## config.mk

```make
export PLATFORM = sky130hd
export DESIGN_NAME = twos_comp_pipe
export DESIGN_NICKNAME = d
export VERILOG_FILES = /design/src/rtl/twos_comp_pkg.sv /design/src/rtl/twos_comp_seg.sv /design/src/rtl/twos_comp_pipe.sv
export SDC_FILE = /design/constraint.sdc
export NUM_CORES = 1
export LEC_CHECK = 0
export ABC_AREA = 0
export BUFFER_PORTS_ARGS = -buffer_cell sky130_fd_sc_hd__buf_2
export CORE_UTILIZATION = 28
export DETAILED_ROUTE_END_ITERATION = 7
export PLACE_DENSITY = 0.54
export REMOVE_ABC_BUFFERS = 1
export SETUP_SLACK_MARGIN = 0.02
export SLEW_MARGIN = 20
export SYNTH_ARGS = -nofsm -noshare
export SYNTH_HDL_FRONTEND = slang
export SYNTH_HIERARCHICAL = 1
export SYNTH_SLANG_ARGS = --single-unit
```

## constraint.sdc

```tcl
create_clock -name clk -period 4.29 [get_ports clk]
set_input_delay 0 -clock clk [delete_from_list [all_inputs] [get_ports clk]]
set_output_delay 0 -clock clk [all_outputs]
set_load 0.02 [all_outputs]
```

## src/rtl/twos_comp_pkg.sv

```systemverilog
// Shared definitions for the pipelined two's-complement unit:
// mode encodings and the stage-count helper.
package twos_comp_pkg;

  typedef enum logic [1:0] {
    OP_PASS = 2'b00,
    OP_NEG  = 2'b01,
    OP_ABS  = 2'b10,
    OP_CNEG = 2'b11
  } op_e;

  // Number of SEG_W-bit segments needed to cover WIDTH bits (ceiling division).
  function automatic int nseg(input int width, input int seg_w);
    return (width + seg_w - 1) / seg_w;
  endfunction

endpackage

```

## src/rtl/twos_comp_seg.sv

```systemverilog
// One increment segment: adds a single carry into SEG_W bits and reports
// the carry out to the next segment. Purely combinational.
module twos_comp_seg #(
  parameter int SEG_W = 8
) (
  input  logic [SEG_W-1:0] seg_in,
  input  logic             carry_in,
  output logic [SEG_W-1:0] seg_out,
  output logic             carry_out
);

  assign {carry_out, seg_out} = {1'b0, seg_in} + {{SEG_W{1'b0}}, carry_in};

endmodule

```

## src/rtl/twos_comp_pipe.sv

```systemverilog
// Pipelined pass/negate/abs/conditional-negate unit. The +1 of the negation
// ripples one SEG_W-bit segment per stage; per-stage valid/ready flow control.
module twos_comp_pipe
  import twos_comp_pkg::*;
#(
  parameter int WIDTH = 25,
  parameter int SEG_W = 8
) (
  input  logic             clk,
  input  logic             rst_n,
  input  logic             in_valid,
  output logic             in_ready,
  input  logic [WIDTH-1:0] data_in,
  input  logic [1:0]       op,
  input  logic             neg_ctl,
  output logic             out_valid,
  input  logic             out_ready,
  output logic [WIDTH-1:0] data_out,
  output logic             ovf,
  output logic             zero
);

  localparam int NSEG = nseg(WIDTH, SEG_W);
  localparam logic [WIDTH-1:0] MOST_NEG = {1'b1, {(WIDTH-1){1'b0}}};

  logic [WIDTH-1:0] data_q    [NSEG];
  logic [WIDTH-1:0] stage_in  [NSEG];
  logic [WIDTH-1:0] stage_nxt [NSEG];
  logic [NSEG-1:0]  valid_q;
  logic [NSEG-1:0]  carry_q;
  logic [NSEG-1:0]  ovf_q;
  logic [NSEG-1:0]  cin;
  logic [NSEG-1:0]  carry_nxt;
  logic [NSEG-1:0]  ready;

  op_e  op_sel;
  logic negate;

  assign op_sel = op_e'(op);

  // NOTE: assigning a default before the case keeps this block free of latches.
  always_comb begin
    negate = 1'b0;
    case (op_sel)
      OP_PASS: negate = 1'b0;
      OP_NEG:  negate = 1'b1;
      OP_ABS:  negate = data_in[WIDTH-1];
      OP_CNEG: negate = neg_ctl;
      default: negate = 1'b0;
    endcase
  end

  // Stage j increments segment j; lower segments are already final, upper ones
  // still wait for their carry.
  for (genvar j = 0; j < NSEG; j++) begin : g_seg
    localparam int LO = j * SEG_W;
    localparam int SW = (j == NSEG - 1) ? (WIDTH - LO) : SEG_W;
    localparam logic [WIDTH-1:0] MASK = WIDTH'({SW{1'b1}}) << LO;

    logic [SW-1:0] seg_sum;

    if (j == 0) begin : g_first
      assign stage_in[j] = negate ? ~data_in : data_in;
      assign cin[j]      = negate;
    end else begin : g_rest
      assign stage_in[j] = data_q[j-1];
      assign cin[j]      = carry_q[j-1];
    end

    twos_comp_seg #(.SEG_W(SW)) u_seg (
      .seg_in    (stage_in[j][LO +: SW]),
      .carry_in  (cin[j]),
      .seg_out   (seg_sum),
      .carry_out (carry_nxt[j])
    );

    assign stage_nxt[j] = (stage_in[j] & ~MASK) | (WIDTH'(seg_sum) << LO);
  end

  // NOTE: blocking assignments are correct here: r is a combinational temporary
  // carrying ready backwards from the output toward stage 0.
  always_comb begin
    logic r;
    r     = out_ready;
    ready = '0;
    for (int k = NSEG - 1; k >= 0; k--) begin
      r        = !valid_q[k] || r;
      ready[k] = r;
    end
  end

  // NOTE: non-blocking assignments for all state so every stage samples the
  // pre-edge value of its predecessor. Data registers are reset too because
  // data_out is a direct view of the last stage and must read 0 after reset.
  always_ff @(posedge clk or negedge rst_n) begin
    if (!rst_n) begin
      valid_q <= '0;
      carry_q <= '0;
      ovf_q   <= '0;
      for (int k = 0; k < NSEG; k++) data_q[k] <= '0;
    end else begin
      if (ready[0]) begin
        valid_q[0] <= in_valid;
        if (in_valid) begin
          data_q[0]  <= stage_nxt[0];
          carry_q[0] <= carry_nxt[0];
          ovf_q[0]   <= negate && (data_in == MOST_NEG);
        end
      end
      for (int k = 1; k < NSEG; k++) begin
        if (ready[k]) begin
          valid_q[k] <= valid_q[k-1];
          if (valid_q[k-1]) begin
            data_q[k]  <= stage_nxt[k];
            carry_q[k] <= carry_nxt[k];
            ovf_q[k]   <= ovf_q[k-1];
          end
        end
      end
    end
  end

  // The carry out of the top segment is the discarded bit of the wrap.
  logic unused_carry;
  assign unused_carry = carry_q[NSEG-1];

  assign in_ready  = ready[0];
  assign out_valid = valid_q[NSEG-1];
  assign data_out  = data_q[NSEG-1];
  assign ovf       = ovf_q[NSEG-1];
  assign zero      = valid_q[NSEG-1] && (data_q[NSEG-1] == '0);

endmodule

```

==> results.md, run 1 <==
* Number of synthesized flops with an enable pin at 0
* Layout cells sized above 1 at 41.70%
* Clock Skews at 7.471 ps
* Routed vias at 2998
* Post-DP Area at 5454 µm²
* DP Cell Count at 638
* Total power at 3.394 mW
* Slew @ Worst Pin at 972.7 ps
* Post-CTS Setup Repair Bufs at 0
* Total Wirelength at 9774 µm
* Clock Power Share at 24.3%
* Seq/Total Area, Yosys at 54.00%
* Worst Setup End Kind: flip-flop
* Post-synth top cells: 111 x dfrtp_1, 86 x mux2_2, 32 x xnor2_1
* Syn Area/Cell at 13.33 µm²
* Routability cong. at 0.7747
* Crit path arrival time at 2310 ps
* Rows at 49
* Setup tns final at 0 ps
* Fin crit share at 48.36%
* CP required at 4530 ps
* Area Growth Syn to Fin at 16.25%
* Setup violators final at 0
* Cts bufs inserted at 9
* Synthesis Warnings at 6
* Top-area cell type share of the netlist area at 54.00%
* Top cells by area, synth: dfrtp_1 54%, mux2_2 19%, xnor2_1 5.4%
* Post-synth ARST share at 100.0%
* Run status: complete, no violations
* Starting Density at 28.63%
* Final #Nets at 480
* Worst min-delay path category: input pin to flip-flop
* Slew Limit Headroom at 35.01%
* Most used DFF post-synth: dfrtp_1
* Largest net degree at the start of global routing at 79
* Core area at 17960 µm²
* Count of final max-slew check failures at 0
* Synth area leader: dfrtp_1
* Htree depth at 3
* Drt initial violations at 150
* ANT nets after route at 0
* Internal power at 2.297 mW
* Die Y at 137.5 µm
* Final Hold Fails at 0
* Seq pwr share at 48.9%
* Synthesized area at 5144 µm²
* Drc violations at 0
* Router iterations before antenna repair at 3
* Combined area of the multi-input logic cells at 2076 µm²
* CTS Buffer Depth at 2
* Most numerous cell in the Yosys netlist: dfrtp_1
* Vias per cell at 4.441
* Finished Layout Cells at 675
* Total grt overflow at 0
* Peak supply drop at 0.2122 mV
* # port buffers at 60
* First-pass GRT wire length at 16060 µm
* Sw frac at 32.30%
* Die area at 18920 µm²
* Antenna violations before repair at 0
* PD cells at 567.6 nW/µm²
* Total I/O pin count at 61
* Sink Count at 111
* Net Switching at 1.096 mW
* Avg WL per Cell at 14.48 µm
* Finished Cell Area at 5979 µm²
* Chip width at 137.5 µm
* Leakage at 2.639 nW
* Logic pwr share at 26.9%
* Skew-Pair Late Insertion Delay at 350 ps
* Clock-pin slew on the worst setup and hold paths at 80 ps
* Hold Slack at 8.048 ps
* Max_cap viols at 0
* Fillers at 1791
* Yosys reg bits at 111
* Hpwl dp at 7013 µm
* Fmax at 482.0 MHz
* GRT Overall Usage at 11.16%
* Yosys cell types at 35
* Setup crit start kind: input pin
* RSZ-0062 raised after global routing: false
* Antenna cell count at 0
* Vias in the first global route at 3020
* Minimum clock period at 2075 ps
* Syn Inst Count at 386
* CTS tree: built
* Register area at 2778 µm²
* Crit path kind: input pin to flip-flop
* CTS root buf: clkbuf_16
* Critical path fanouts, max at 26
-- per-stage QoR --
stage          utilization [%]  setup slack [ps]
2_1_floorplan                -              1135
3_3_place_gp             30.36              1933
3_5_place_dp             30.36              1819
4_1_cts                  33.11              2198
5_1_grt                  33.29              2039
6_report                 33.29              2215
-- placed cells by master (no fill, tap or decap), drive strengths merged, types with 2 or more instances in the layout --
| cell type | count |
|---|---|
| nand2b | 4 |
| nand3 | 11 |
| dlygate4sd3 | 20 |
| and4 | 6 |
| nor3 | 2 |
| a21oi | 3 |
| buf | 62 |
| clkbuf | 9 |
| ha | 7 |
| dfrtp | 111 |
| mux2 | 90 |
| xor2 | 11 |
| inv | 6 |
| nor4 | 8 |
| nand2 | 25 |
| xnor2 | 32 |
| and3 | 3 |
| o21ai | 18 |
| nor4b | 2 |
| nand4 | 5 |
| nor2 | 3 |
| clkinv | 2 |
-- critical path, stage by stage --
cell,delay (ps)
buf_2,110
nor2b_1,160
a21oi_4,770
xor2_1,410
and4_4,320
nand4_2,110
xnor2_1,140
mux2_1,280
-- metal layers --
metal | wire length [µm] | part of all wire (%) | GRT usage, % | vias up
met1 | 4411 | 45 | 14.15 | 1510
met4 | 142 | 1.5 | 4.212 | 0
met2 | 4986 | 51 | 18.79 | 36
li1 | - | - | - | 1444
met3 | 233 | 2.4 | 2.060 | 8
met5 | 0 | 0 | 0 | -
-- power groups by stage --
stage / Sequential [mW] / Combinational [mW] / Clock (mW)
finish: 1.66 / 0.912 / 0.823
global route: 1.71 / 0.998 / 0.890
CTS: 1.67 / 0.928 / 0.852
detailed placement: 1.69 / 0.912 / 0
global placement: 1.68 / 0.889 / 0
floorplan: 1.76 / 0.498 / 0
-- state kept, by name (all words and copies together), names as in the netlist --
name and cells:
data_q 75, data_out 25, ovf_q 4, valid_q 4, carry_q 3
-- cell type report --
cell class,instances,area share [%]
Tap cell,229,4.792
Clock inverter,7,1.151
Sequential cell,111,46.45
Inverter,1,0.06277
Multi-Input combinational cell,236,34.71
Timing Repair Buffer,82,9.060
Clock buffer,9,3.766
-- kinds of logic (layout without fill, tap and decap cells) --
| group | after synthesis | after routing | synth area share (%) |
|---|---|---|---|
| buf+inv | 39 | 99 | 5.862 |
| fa+ha+maj | 7 | 7 | 1.703 |
| xor+xnor | 43 | 43 | 7.322 |
| simple gates | 74 | 74 | 8.903 |
| mux | 90 | 90 | 19.70 |
| flops | 111 | 111 | 54.00 |
| compound gates | 22 | 22 | 2.505 |
-- path summary, 6_finish.rpt --
check | slack (ps) | endpoint | from | cells past startpoint
min in group asynchronous | 240 | data_out[13] | rst_n | 2
worst max register to register | 2550 | data_q[69] | valid_q[3] | 3
worst max-delay path | 2220 | data_q[82] | op[1] | 8
worst min-delay path | 8 | ovf_q[0] | data_in[7] | 4
worst min register to register | 480 | ovf_q[0] | ovf_q[0] | 2
max in group asynchronous | 3110 | data_q[84] | rst_n | 3
-- repair_timing --
item                      4_1_cts  5_1_grt
resized for setup               0        0
hold endpoints to repair       96        0
hold buffers                   20        0
Note: power is estimated with default switching activity, not from simulation.
==> run 2, diff against run 1 <==
--- a/config.mk
+++ b/config.mk
@@ -9,7 +9,7 @@
 export BUFFER_PORTS_ARGS = -buffer_cell sky130_fd_sc_hd__buf_2
 export CORE_UTILIZATION = 28
 export DETAILED_ROUTE_END_ITERATION = 7
-export PLACE_DENSITY = 0.54
+export PLACE_DENSITY = 0.56
 export REMOVE_ABC_BUFFERS = 1
 export SETUP_SLACK_MARGIN = 0.02
 export SLEW_MARGIN = 20
==> constraint.sdc (replaced) <==
create_clock -name clk -period 1.7 [get_ports clk]
set_input_delay 0 -clock clk [delete_from_list [all_inputs] [get_ports clk]]
set_output_delay 0 -clock clk [all_outputs]
set_load 0.02 [all_outputs]
==> results.md, run 2 (synthesis gave the netlist of run 1 again) <==
* Fmax at 653.4 MHz
* Drc violations at 0 (unchanged)
* Clock-pin slew on the worst setup and hold paths at 70 ps (was 80 ps)
* Logic pwr share at 28.1% (was 26.9%)
* Fillers at 1775 (was 1791)
* Max_cap viols at 0 (unchanged)
* Post-CTS Setup Repair Bufs at 0 (unchanged)
* Crit path kind: flip-flop to output pin (was input pin to flip-flop)
* Die area at 18920 µm² (unchanged)
* Routed vias at 3054 (was 2998)
* Most frequent cells in the layout: 111 x dfrtp_1, 86 x mux2_2, 58 x buf_2 (was 111 x dfrtp_1, 86 x mux2_2, 59 x buf_2)
* Antenna cell count at 0 (unchanged)
* Layout cells sized above 1 at 45.34% (was 41.70%)
* Seq pwr share at 49.1% (was 48.9%)
* Die Y at 137.5 µm (unchanged)
* Count of final max-slew check failures at 0 (unchanged)
* Drt initial violations at 98 (was 150)
* Router iterations before antenna repair at 4 (was 3)
* Setup tns final at 0 ps (unchanged)
* Run status: complete, no violations (unchanged)
* Minimum clock period at 1531 ps
* Hpwl dp at 7400 µm (was 7013 µm)
* CP required at 1700 ps (was 4530 ps)
* Critical path fanouts, max at 3 (was 26)
* ANT nets after route at 0 (unchanged)
* Hold path cells at 4 (unchanged)
* Routability cong. at 0.8005 (was 0.7747)
* Chip width at 137.5 µm (unchanged)
* Total Wirelength at 9994 µm (was 9774 µm)
* Avg WL per Cell at 14.48 µm (about the same)
* R2R cell count at 5 (was 3)
* Worst Setup End Kind: output pin (was flip-flop)
* Rows at 49 (unchanged)
* GRT Overall Usage at 11.47% (was 11.16%)
* Sw frac at 31.65% (was 32.30%)
* Crit path arrival time at 1530 ps (was 2310 ps)
* PD cells at 1406 nW/µm² (was 567.6 nW/µm²)
* Finished Layout Cells at 690 (was 675)
* # port buffers at 60 (unchanged)
* Area Growth Syn to Fin at 20.26% (was 16.25%)
* Total grt overflow at 0 (unchanged)
* Net Switching at 2.754 mW (was 1.096 mW)
* Sink Count at 111 (unchanged)
* CTS tree: built (unchanged)
* RSZ-0062 raised after global routing: false (unchanged)
* Critical-path cell list: nor4_1, nand4_1, nor2_1, buf_4 (was buf_2, nor2b_1, a21oi_4, xor2_1, and4_4, nand4_2, xnor2_1, mux2_1)
* Final #Nets at 495 (was 480)
* Slew @ Worst Pin at 518.7 ps (was 972.7 ps)
* Vias in the first global route at 3146 (was 3020)
* Largest net degree at the start of global routing at 37 (was 79)
* CTS root buf: clkbuf_16 (unchanged)
* Core area at 17960 µm² (unchanged)
* Starting Density at 28.63% (unchanged)
* Post-DP Area at 5664 µm² (was 5454 µm²)
* Slew Limit Headroom at 64.94% (was 35.01%)
* Antenna violations before repair at 0 (unchanged)
* Cts bufs inserted at 9 (unchanged)
* Max reg flops at 75 (unchanged)
* Clock Skews at 5.395 ps (was 7.471 ps)
* Clock Power Share at 22.8% (was 24.3%)
* Biggest register: data_q (unchanged)
* Hold_sp: data_in[0] (was data_in[7])
* R2R Setup Slk at 170 ps (was 2550 ps)
* Total I/O pin count at 61 (unchanged)
* Internal power at 5.946 mW (was 2.297 mW)
* First-pass GRT wire length at 16350 µm (was 16060 µm)
* Setup violators final at 0 (unchanged)
* Leakage at 2.735 nW (was 2.639 nW)
* Finished Cell Area at 6186 µm² (was 5979 µm²)
* Dpl ws at -191.9 ps (was 1819 ps)
* DP Cell Count at 656 (was 638)
* Skew-Pair Late Insertion Delay at 350 ps (about the same)
* Worst min-delay path category: input pin to flip-flop (unchanged)
* Setup crit start kind: flip-flop (was input pin)
* Worst hold endpoint: ovf_q[0] (unchanged)
* Htree depth at 3 (unchanged)
* Fin crit share at 90.03%
* Reg2reg end: data_q[45] (was data_q[69])
* Most common cell after layout, fill and taps aside: dfrtp_1 (unchanged)
* Worst path max stage delay at 400 ps (was 770 ps)
* CTS Buffer Depth at 2 (unchanged)
* RR Startpoint: data_q[66] (was valid_q[3])
* Final Hold Fails at 0 (unchanged)
* Vias per cell at 4.426 (was 4.441)
* Peak supply drop at 0.5577 mV (was 0.2122 mV)
* Critical-path top delay cell: dfrtp_1 (was a21oi_4)
* Min setup slack post-route at 169.5 ps (was 2215 ps)
==> run 2: area by class of cell <==
class                           count  area, µm²  share of cell area (%)
Sequential cell                   111       2778                   44.90
Clock inverter                      5      32.53                  0.5259
Inverter                            1      3.754                 0.06068
Clock buffer                       11      252.7                   4.086
Tap cell                          229      286.5                   4.632
Multi-Input combinational cell    236       2130                   34.43
Timing Repair Buffer               97      703.2                   11.37
==> run 2: per-layer routing <==
layer  vias to the layer above  wire (µm)  track usage (%)
met2                        45       4946            19.01
met5                         -          0                0
met1                      1530       4523            14.39
li1                       1469          -                -
met4                         0        196            5.189
met3                        10        328            2.208
==> run 2: worst max-delay path by stage <==
stage | start | endpoint | slack, ps
CTS | data_out[1] | zero | 40
global placement | op[1] | data_q[79] | -80
floorplan | op[1] | carry_q[0] | -1460
global route | data_out[10] | zero | 20
finish | data_out[4] | zero | 170
detailed placement | op[1] | data_q[81] | -190
==> run 2: stage by stage <==
stage               util [%]  hold slack [ps]  total power, mW
floorplan                  -           -295.6            5.691
global placement       31.53            5.770            6.595
detailed placement     31.53            16.54            6.692
CTS                    34.19            7.612            8.764
global route           34.44            22.03            9.269
finish                 34.44            10.90            8.700
==> run 2: critical path: cells and delay by family, from the launching register on <==
kind	cells	cell delay, ps
buffers and inverters	1	150
DFF	1	400
and+or+nand+nor	3	630
==> run 2: repair_timing <==
| item | 4_1_cts | 5_1_grt |
|---|---|---|
| pin swaps | 0 | 3 |
| gates resized for setup | 2 | 7 |
| hold buffers | 18 | 0 |
| setup endpoints to repair | 1 | 1 |
| gates cloned | 0 | 0 |
| endpoints found under the hold margin | 51 | 0 |
==> run 2: power by group through the flow <==
stage / logic [mW] / registers (mW) / clock network (mW)
detailed placement: 2.42 / 4.27 / 0
floorplan: 1.26 / 4.43 / 0
finish: 2.44 / 4.28 / 1.98
global placement: 2.36 / 4.24 / 0
global route: 2.68 / 4.42 / 2.17
CTS: 2.47 / 4.23 / 2.06
